File: src/rtl/booth4_pkg.sv
// Shared types for the radix-4 Booth multiplier with round-robin front end.
package booth4_pkg;

   typedef enum logic [1:0] {
      IDLE = 2'd0,
      CALC = 2'd1,
      DONE = 2'd2
   } state_t;

   // Booth digit triplets {b[2i+1], b[2i], b[2i-1]}
   localparam logic [2:0] DIG_Z0  = 3'b000;
   localparam logic [2:0] DIG_P1A = 3'b001;
   localparam logic [2:0] DIG_P1B = 3'b010;
   localparam logic [2:0] DIG_P2  = 3'b011;
   localparam logic [2:0] DIG_M2  = 3'b100;
   localparam logic [2:0] DIG_M1A = 3'b101;
   localparam logic [2:0] DIG_M1B = 3'b110;
   localparam logic [2:0] DIG_Z1  = 3'b111;

endpackage

File: src/rtl/booth4_step.sv
// One radix-4 Booth iteration: add the decoded partial product to the upper
// accumulator field, then shift the whole accumulator right by two.
module booth4_step
   import booth4_pkg::*;
#(
   parameter int N = 32
) (
   input  logic [2:0]     i_digit,
   input  logic [N-1:0]   i_mcand,
   input  logic [2*N+1:0] i_acc,
   output logic [2*N+1:0] o_acc_next
);

   logic [N+1:0]   w_m;
   logic [N+1:0]   w_pp;
   logic [N+1:0]   w_sum;
   logic [2*N+1:0] w_cat;

   assign w_m = {{2{i_mcand[N-1]}}, i_mcand};

   always_comb begin
      w_pp = '0;
      case (i_digit)
         DIG_P1A, DIG_P1B: w_pp = w_m;
         DIG_P2:           w_pp = w_m << 1;
         DIG_M2:           w_pp = '0 - (w_m << 1);
         DIG_M1A, DIG_M1B: w_pp = '0 - w_m;
         default:          w_pp = '0;
      endcase
   end

   // N+2 bits hold the running upper sum without overflow, even for 2*(-2^(N-1))
   assign w_sum      = i_acc[2*N+1:N] + w_pp;
   assign w_cat      = {w_sum, i_acc[N-1:0]};
   assign o_acc_next = {{2{w_sum[N+1]}}, w_cat[2*N+1:2]};

endmodule

File: src/rtl/booth4_mult_arbiter.sv
// Round-robin arbitrated, sequential radix-4 Booth signed multiplier:
// one digit per CALC cycle, fixed latency, response held until accepted.
module booth4_mult_arbiter
   import booth4_pkg::*;
#(
   parameter int N    = 32,
   parameter int REQS = 2
) (
   input  logic                                    clk,
   input  logic                                    rst_n,
   input  logic [REQS-1:0]                         req_valid,
   output logic [REQS-1:0]                         req_ready,
   input  logic [REQS*N-1:0]                       req_multiplicand,
   input  logic [REQS*N-1:0]                       req_multiplier,
   output logic                                    rsp_valid,
   input  logic                                    rsp_ready,
   output logic [2*N-1:0]                          rsp_product,
   output logic [((REQS > 1) ? $clog2(REQS) : 1)-1:0] rsp_id,
   output logic                                    busy
);

   localparam int IDW = (REQS > 1) ? $clog2(REQS) : 1;
   localparam int CW  = $clog2(N/2) + 1;
   localparam int AW  = 2*N + 2;

   state_t           r_state;
   logic [IDW-1:0]   r_rr_ptr;
   logic [IDW-1:0]   r_id;
   logic [N-1:0]     r_mcand;
   logic [N:0]       r_mplr;
   logic [AW-1:0]    r_acc;
   logic [CW-1:0]    r_cnt;
   logic [2*N-1:0]   r_product;
   logic             r_rsp_valid;
   logic             r_busy;

   logic [REQS-1:0]  w_grant;
   logic [IDW-1:0]   w_grant_id;
   logic [IDW-1:0]   w_next_ptr;
   logic             w_any;
   logic [AW-1:0]    w_acc_next;

   always_comb begin
      int unsigned v_idx;
      logic [IDW-1:0] v_id;
      w_any      = 1'b0;
      w_grant_id = '0;
      v_idx      = 0;
      v_id       = '0;
      for (int unsigned k = 0; k < REQS; k++) begin
         v_idx = (int'(r_rr_ptr) + k) % REQS;
         v_id  = IDW'(v_idx);
         if (!w_any && req_valid[v_id]) begin
            w_any      = 1'b1;
            w_grant_id = v_id;
         end
      end
      w_grant = w_any ? (REQS'(1) << w_grant_id) : '0;
   end

   assign w_next_ptr  = (w_grant_id == IDW'(REQS-1)) ? '0 : w_grant_id + 1'b1;
   assign req_ready   = (r_state == IDLE && rst_n) ? w_grant : '0;
   assign rsp_valid   = r_rsp_valid;
   assign rsp_product = r_product;
   assign rsp_id      = r_id;
   assign busy        = r_busy;

   booth4_step #(.N(N)) u_step (
      .i_digit    (r_mplr[2:0]),
      .i_mcand    (r_mcand),
      .i_acc      (r_acc),
      .o_acc_next (w_acc_next)
   );

   // CALC spends N/2 cycles stepping plus one cycle latching the product
   always_ff @(posedge clk) begin
      if (!rst_n) begin
         r_state     <= IDLE;
         r_rr_ptr    <= '0;
         r_id        <= '0;
         r_mcand     <= '0;
         r_mplr      <= '0;
         r_acc       <= '0;
         r_cnt       <= '0;
         r_product   <= '0;
         r_rsp_valid <= 1'b0;
         r_busy      <= 1'b0;
      end else begin
         case (r_state)
            IDLE: begin
               if (w_any) begin
                  r_mcand  <= req_multiplicand[int'(w_grant_id)*N +: N];
                  r_mplr   <= {req_multiplier[int'(w_grant_id)*N +: N], 1'b0};
                  r_acc    <= '0;
                  r_cnt    <= '0;
                  r_id     <= w_grant_id;
                  r_rr_ptr <= w_next_ptr;
                  r_busy   <= 1'b1;
                  r_state  <= CALC;
               end
            end
            CALC: begin
               if (r_cnt == CW'(N/2)) begin
                  r_product   <= r_acc[2*N-1:0];
                  r_rsp_valid <= 1'b1;
                  r_state     <= DONE;
               end else begin
                  r_acc  <= w_acc_next;
                  r_mplr <= r_mplr >> 2;
                  r_cnt  <= r_cnt + 1'b1;
               end
            end
            DONE: begin
               if (rsp_ready) begin
                  r_rsp_valid <= 1'b0;
                  r_busy      <= 1'b0;
                  r_state     <= IDLE;
               end
            end
            default: r_state <= IDLE;
         endcase
      end
   end

endmodule

File: config.mk
export PLATFORM = sky130hd
export DESIGN_NAME = booth4_mult_arbiter
export DESIGN_NICKNAME = d
export VERILOG_FILES = /design/src/rtl/booth4_pkg.sv /design/src/rtl/booth4_step.sv /design/src/rtl/booth4_mult_arbiter.sv
export SDC_FILE = /design/constraint.sdc
export NUM_CORES = 1
export LEC_CHECK = 0
export ABC_AREA = 1
export BUFFER_PORTS_ARGS = -buffer_cell sky130_fd_sc_hd__buf_4
export CORE_ASPECT_RATIO = 0.9
export CORE_MARGIN = 4
export CORE_UTILIZATION = 40
export CTS_BUF_LIST = sky130_fd_sc_hd__clkbuf_8
export DETAILED_ROUTE_END_ITERATION = 8
export GPL_TIMING_DRIVEN = 0
export MAX_ROUTING_LAYER = met4
export RECOVER_POWER = 50
export SYNTH_ARGS = -nofsm -noshare
export SYNTH_HDL_FRONTEND = slang
export SYNTH_SLANG_ARGS = --single-unit
File: constraint.sdc
create_clock -name clk -period 8.7 [get_ports clk]
set_input_delay 0.435 -clock clk [delete_from_list [all_inputs] [get_ports clk]]
set_output_delay 0.435 -clock clk [all_outputs]
set_load 0.03 [all_outputs]
Word-level counts from Yosys, hierarchy flattened

Index checks and enable logic that the tools add are counted.

Register bits after elaboration: 206
Input port bits: 133
Output and inout bits: 69
Logic and storage cells: 79

Add/sub/neg operators: 6
Order comparisons: 2
Equality and inequality tests: 13
Shift operators: 3
Mux-type cells: 30
Reduce and logical (&&, ||, !) cells: 15

Operators with widths:

| operator                | number |
|---|---|
| $pmux W34 S4            | 1 |
| $mux W66                | 2 |
| $pmux W66 S2            | 1 |
| $shiftx A64 B7 Y32      | 2 |
| $mux W33                | 2 |
| $pmux W33 S2            | 1 |
| $add A34 B34 Y34        | 1 |
| $sub A1 B33 Y34 const A | 1 |
| $sub A1 B32 Y33 const A | 1 |
| $mux W1                 | 12 |
| $reduce_and A3 Y1       | 4 |
| $mux W2                 | 5 |
| $mux W5                 | 2 |
| $pmux W5 S2             | 1 |
| $eq A3 B3 Y1 const B    | 3 |
| $ne A2 B2 Y1 const B    | 4 |
| $eq A3 B2 Y1 const B    | 2 |
| $pmux W2 S3             | 1 |
| $reduce_bool A2 Y1      | 3 |
| $add A5 B1 Y5 const B   | 1 |
| $eq A5 B5 Y1 const B    | 1 |
| $lt A1 B2 Y1 const B    | 2 |
| $pmux W1 S2             | 2 |
| $reduce_and A2 Y1       | 2 |
| other kinds (9)         | 12 |

Depth between registers and ports, before layout

Word-level depth: 9
Gate-level depth with buffers: 26
Gate-level depth less buffers: 26

Hierarchy

From an unflattened synthesis, not the netlist that was laid out.

Cell total of the unflattened synthesis: 1895
Area, all modules: 12599.6 um^2

Modules (own cells, without submodules):

| module              | times used | cells an instance | area an instance (um^2) | sequential area each (um^2) |
|---|---|---|---|---|
| booth4_mult_arbiter | 1          | 1100              | 8308.0                  | 4124.0 |
| booth4_step         | 1          | 795               | 4291.6                  | 0.0 |

Worst setup path before layout

Ideal clock, no wire load.

Path kind: reg2reg
Start: register r_mcand[1]
End: register r_acc[61]
Setup time: 0.070 ns
Data arrival time: 2.840 ns
Data required time: 8.630 ns
Setup slack: 5.790 ns
Stages on the path, launching flop included: 24
Path buffers: 0
Period minus slack after synthesis: 2.910 ns
Cell sequence: dfxtp_1 -> inv_2 -> ha_1 -> nand2_1 -> nor2_4 -> nand2_2 -> nor2_4 -> inv_2 -> nor2_8 -> xor2_1 -> inv_1 -> nand2_1 -> o2111ai_1 -> ha_1 -> a21oi_1 -> nor2_1 -> nor2_1 -> a21boi_0 -> nor2_1 -> nor2_1 -> nand2_1 -> nand2_1 -> nand3_1 -> a21oi_1

Longest elaborated chain between the ends: 5
Elaborated cells on any way between the ends: 6
Those cells by class: add/sub: 3; mux: 3

RTL lines:

| what                                               | line                                 | source |
|---|---|---|
| from (decl)                                        | booth4_mult_arbiter.sv:29            | `logic [N-1:0] r_mcand;` |
| from (signal assigned)                             | booth4_mult_arbiter.sv:92            | `r_mcand <= req_multiplicand[int'(w_grant_id)*N +: N];` |
| $sub A1 B33 Y34 or $sub A1 B32 Y33 (tied branches) | booth4_step.sv:26, booth4_step.sv:27 |  |
| $pmux W34 S4 *                                     | booth4_step.sv:23                    | `case (i_digit)` |
| $add A34 B34 Y34 *                                 | booth4_step.sv:33                    | `assign w_sum = i_acc[2*N+1:N] + w_pp;` |
| $mux W66 *                                         | booth4_mult_arbiter.sv:103           | `if (r_cnt == CW'(N/2)) begin` |
| $pmux W66 S2 *                                     | booth4_mult_arbiter.sv:89            | `case (r_state)` |
| to (signal assigned)                               | booth4_mult_arbiter.sv:108           | `r_acc <= w_acc_next;` |
| to (decl)                                          | booth4_mult_arbiter.sv:31            | `logic [AW-1:0] r_acc;` |

Mark *: on every way between the ends. The rest lies on a longest branch, timed or not. The select of a mux whose other input is x is not followed.
A chain may end at the register's enable or synchronous reset.

Final worst setup path

Start: register r_mplr[0]
End: register r_acc[61]

Longest elaborated chain between the ends: 6
Elaborated cells on any way between the ends: 12
Those cells by class: add/sub: 1; eq/ne: 6; mux: 3; reduce/logical: 2

RTL lines:

| what                                 | line                       | source |
|---|---|---|
| from (decl)                          | booth4_mult_arbiter.sv:30  | `logic [N:0] r_mplr;` |
| from (signal assigned)               | booth4_mult_arbiter.sv:93  | `r_mplr <= {req_multiplier[int'(w_grant_id)*N +: N], 1'b0};` |
| from (signal assigned)               | booth4_mult_arbiter.sv:109 | `r_mplr <= r_mplr >> 2;` |
| $eq A3 B3 Y1 (tied with other cells) | booth4_step.sv:23          |  |
| $reduce_or A2 Y1                     | booth4_step.sv:23          |  |
| $pmux W34 S4 *                       | booth4_step.sv:23          |  |
| $add A34 B34 Y34 *                   | booth4_step.sv:33          |  |
| $mux W66 *                           | booth4_mult_arbiter.sv:103 |  |
| $pmux W66 S2 *                       | booth4_mult_arbiter.sv:89  |  |

Marked as above.

==> results by group <==
Routing
  • Wirelength, routed: 38300 µm
  • DRT iter0 DRCs: 893
  • Routed vias: 12.5k
  • Drc violations: 0
  • Avg WL per Cell: 15.6 µm
  • Post-route ant nets: 0
  • Vias/cell: 5.07
  • DRT Pass-1 Iters: 5

Synth
  • Synth warn: 0
  • Asr flop ratio synth: 0%
  • Synth Instances: 1795
  • Synthesized area: 0.0118 mm²
  • EDFF count, synth: 0
  • Seq/Total Area, Yosys: 34.5%
  • Synth top area cells: dfxtp_1 35%, nand2_1 13%, a21oi_1 8.6%, inv_1 7.5%, o21ai_0 5.2%
  • Syn nets: 1965
  • Synth area leader: dfxtp_1
  • Syn avg cell area: 6.59 µm²
  • Yosys reg bits: 204
  • Ys flop type: dfxtp_1
  • Yosys cell types: 52
  • Top-area cell type share of the netlist area: 34.5%

CTS
  • Worst skew pair latency: 0.56 ns
  • CTS Buf Count: 36
  • CTS max path bufs: 3
  • # clock sinks: 204
  • # hold bufs at CTS: 0
  • TritonCTS clock tree: yes
  • Postcts setup bufs: 0
  • Post_cts resized: 0
  • Reg clk slew, reported paths: 0.06 ns
  • H-tree depth: 2
  • Root buf cell: clkbuf_8

STA
  • Worst slew pin tran: 1.63 ns
  • RSZ-0062 raised after global routing: no
  • Min Tclk post-route: 3.89 ns
  • Setup violators final: 0
  • Max-slew headroom: -9.84%
  • Clock Skews: 0.0338 ns
  • FMAX: 257 MHz
  • Period utilization: 44.8%
  • Setup TNS: 0 ns
  • Final Slew Violations: 11
  • Worst Slack Setup Final: 4.81 ns
  • Final Hold Viols: 0

Power
  • Clock Power Share: 36.3%
  • Leak Pwr: 0.00616 µW
  • Pint: 1780 µW
  • Tot Pwr: 2670 µW
  • Peak supply drop: 0.0830 mV
  • P_sw: 892 µW
  • Sw frac: 33.4%
  • Logic pwr share: 24.6%
  • Seq pwr share: 39.1%
  • Cell Pwr Density: 186 mW/mm²

Min path
  • Min-Delay Path Class: input port to register
  • Hold path depth: 3
  • Hold Path End: r_mcand[13]$_SDFFE_PN0P_
  • Hold path startpoint: req_multiplicand[45]

Finish
  • Synthesis-to-layout area growth: 21.3%
  • Share of cells above drive strength 1: 12.0%
  • Core Util, Final: 49.5%
  • Nets@finish: 2204
  • Ant diodes: 0

Floorplan
  • Die area: 0.0324 mm²
  • Initial Util: 40.8%
  • Die width: 189 µm
  • Die Y: 171 µm
  • Core Footprint: 0.0290 mm²
  • Row count: 59
  • I/O pin total: 202

Setup path
  • Critical path capture point type: register
  • RR Startpoint: r_mplr[0]$_SDFFE_PN0P_
  • R2r endpoint: r_acc[61]$_SDFFE_PN0P_
  • Setup crit start kind: register
  • Critical path cell sequence: or2_2 > nor2_1 > inv_1 > o21ai_0 > ha_1 > a21oi_1 > o21bai_1 > a21oi_1 > o21ai_0 > nand2_1 > nand2_1 > nand2_1 > nand3_1 > a21oi_1
  • CP max stage delay: 0.58 ns
  • Crit Path Max Fanout: 9
  • R2R depth: 14
  • Crit-path leading delay family: compound AO/OA/AOI/OAI gates
  • Buffers & Inverters on Critical Path: 1
  • Critical path arrival: 4.36 ns
  • Crit Path Category: register to register
  • Slowest-stage cell, CP: o21ai_0
  • R2R Setup Slk: 4.81 ns
  • Critical path required time: 9.17 ns

Status
  • Status: complete, but fails checks
  • Violations in the final reports: capacitance limit, slew limit

Placed design
  • Post-Place Worst Slack: 4.86 ns
  • Port bufs: 201
  • Final Wtd Congestion: 0.985
  • Post-DP HPWL: 30300 µm

Global route
  • Remaining Overflow, GRT: 0
  • Pin count of the biggest net entering global routing: 11
  • Vias in the first global route: 11.8k
  • GRT Util Overall: 23.8%
  • Initial antenna violation count: 0
  • First-pass GRT wire length: 61500 µm

Flow run
  • Max cap viols: 1
-- Yosys cell counts (2+ instances only) --
master and n:
nand2_2 4, or2_2 15, clkbuf_1 62, dfxtp_1 204
a21oi_2 2, o21ai_2 2, ha_1 36, nand3_1 107
xor2_1 13, o21ai_0 123, o21ai_1 3, nand3b_1 8
nor2_1 143, and3_1 2, nand4_1 12, nand2_1 423
o211ai_1 37, nor2_2 5, a21oi_1 202, o21bai_1 9
o311ai_1 14, nor3_1 12, o2111ai_1 14, a21boi_0 2
buf_1 5, buf_4 2, o221ai_1 3, nor4_1 6
a31oi_1 5, nor2_4 5, clkinv_1 3, o22ai_1 12
o311ai_0 12, a21o_1 9, buf_2 17, a221o_1 2
inv_2 11, inv_1 235
-- worst min-delay path: stages --
cell and delay (ns):
buf_4 0.08, nand2_1 0.04, o211ai_1 0.06
-- placed cells by master (no fill, tap or decap), types with 14 or more instances in the layout --
master / instances
inv_1: 243
ha_1: 36
buf_4: 135
o2111ai_1: 14
o21ai_0: 124
o311ai_0: 25
clkbuf_1: 138
a21oi_1: 203
dfxtp_1: 204
nand2_1: 423
o211ai_1: 37
nand3_1: 107
nor2_1: 144
or2_2: 15
clkbuf_8: 51
-- power groups by stage --
| stage | registers [µW] | logic, µW | clock network (µW) |
|---|---|---|---|
| 5_1_grt | 1050 | 741 | 1030 |
| 6_report | 1040 | 657 | 969 |
| 3_5_place_dp | 1060 | 654 | 0 |
| 2_1_floorplan | 1050 | 446 | 0 |
| 3_3_place_gp | 1060 | 649 | 0 |
| 4_1_cts | 1040 | 657 | 988 |
-- metal layers --
metal / global-route usage, % / vias up / share of wire [%]
li1: - / 6417 / -
met1: 33.5 / 5620 / 50
met2: 36.3 / 348 / 42
met3: 3.35 / 68 / 5.4
met4: 6.13 / 0 / 2.7
met5: - / - / 0
-- stage by stage --
stage / instances / hold WS [ns] / area, µm²
final: 2455 / 0.105 / 14300
after detailed placement: 2392 / 0.437 / 13800
after global routing: 2455 / 0.0969 / 14300
after CTS: 2455 / 0.0779 / 14600
after floorplan: 1795 / 0.437 / 11800
after global placement: 2392 / 0.434 / 13800
-- final cells by class --
class | count | area (µm²)
Tap cell | 396 | 495
Clock buffer | 51 | 702
Sequential cell | 204 | 4080
Fill cell | 3169 | 14700
Inverter | 250 | 940
Buffer | 86 | 342
Clock inverter | 12 | 88.8
Timing Repair Buffer | 201 | 1250
Multi-Input combinational cell | 1255 | 6440
-- flip-flops by register name, summed over array words and instances, names as in the netlist, 2 cells and up --
name	cells
r_cnt	5
r_acc	64
r_state	2
r_mcand	32
r_mplr	33
rsp_product	64
-- worst max path at each step --
stage,start,end,slack (ns),cells after the start
floorplan,r_mcand[1]$_SDFFE_PN0P_,r_acc[61]$_SDFFE_PN0P_,5.79,23
detailed placement,r_mplr[1]$_SDFFE_PN0P_,r_acc[59]$_SDFFE_PN0P_,4.86,15
CTS,r_mplr[1]$_SDFFE_PN0P_,r_acc[61]$_SDFFE_PN0P_,4.85,15
global placement,r_mplr[1]$_SDFFE_PN0P_,r_acc[64]$_SDFFE_PN0P_,4.92,17
global route,r_mplr[1]$_SDFFE_PN0P_,r_acc[61]$_SDFFE_PN0P_,4.36,17
finish,r_mplr[0]$_SDFFE_PN0P_,r_acc[61]$_SDFFE_PN0P_,4.81,14
-- kinds of logic after synthesis --
group           Yosys count  synth area share, %
buf+inv                 336                 10.9
xor+xnor                 14                 1.04
fa+ha+maj                37                 3.98
simple gates            750                 27.3
flops                   204                 34.5
compound gates          454                 22.3
(Power assumes the default switching activity.)
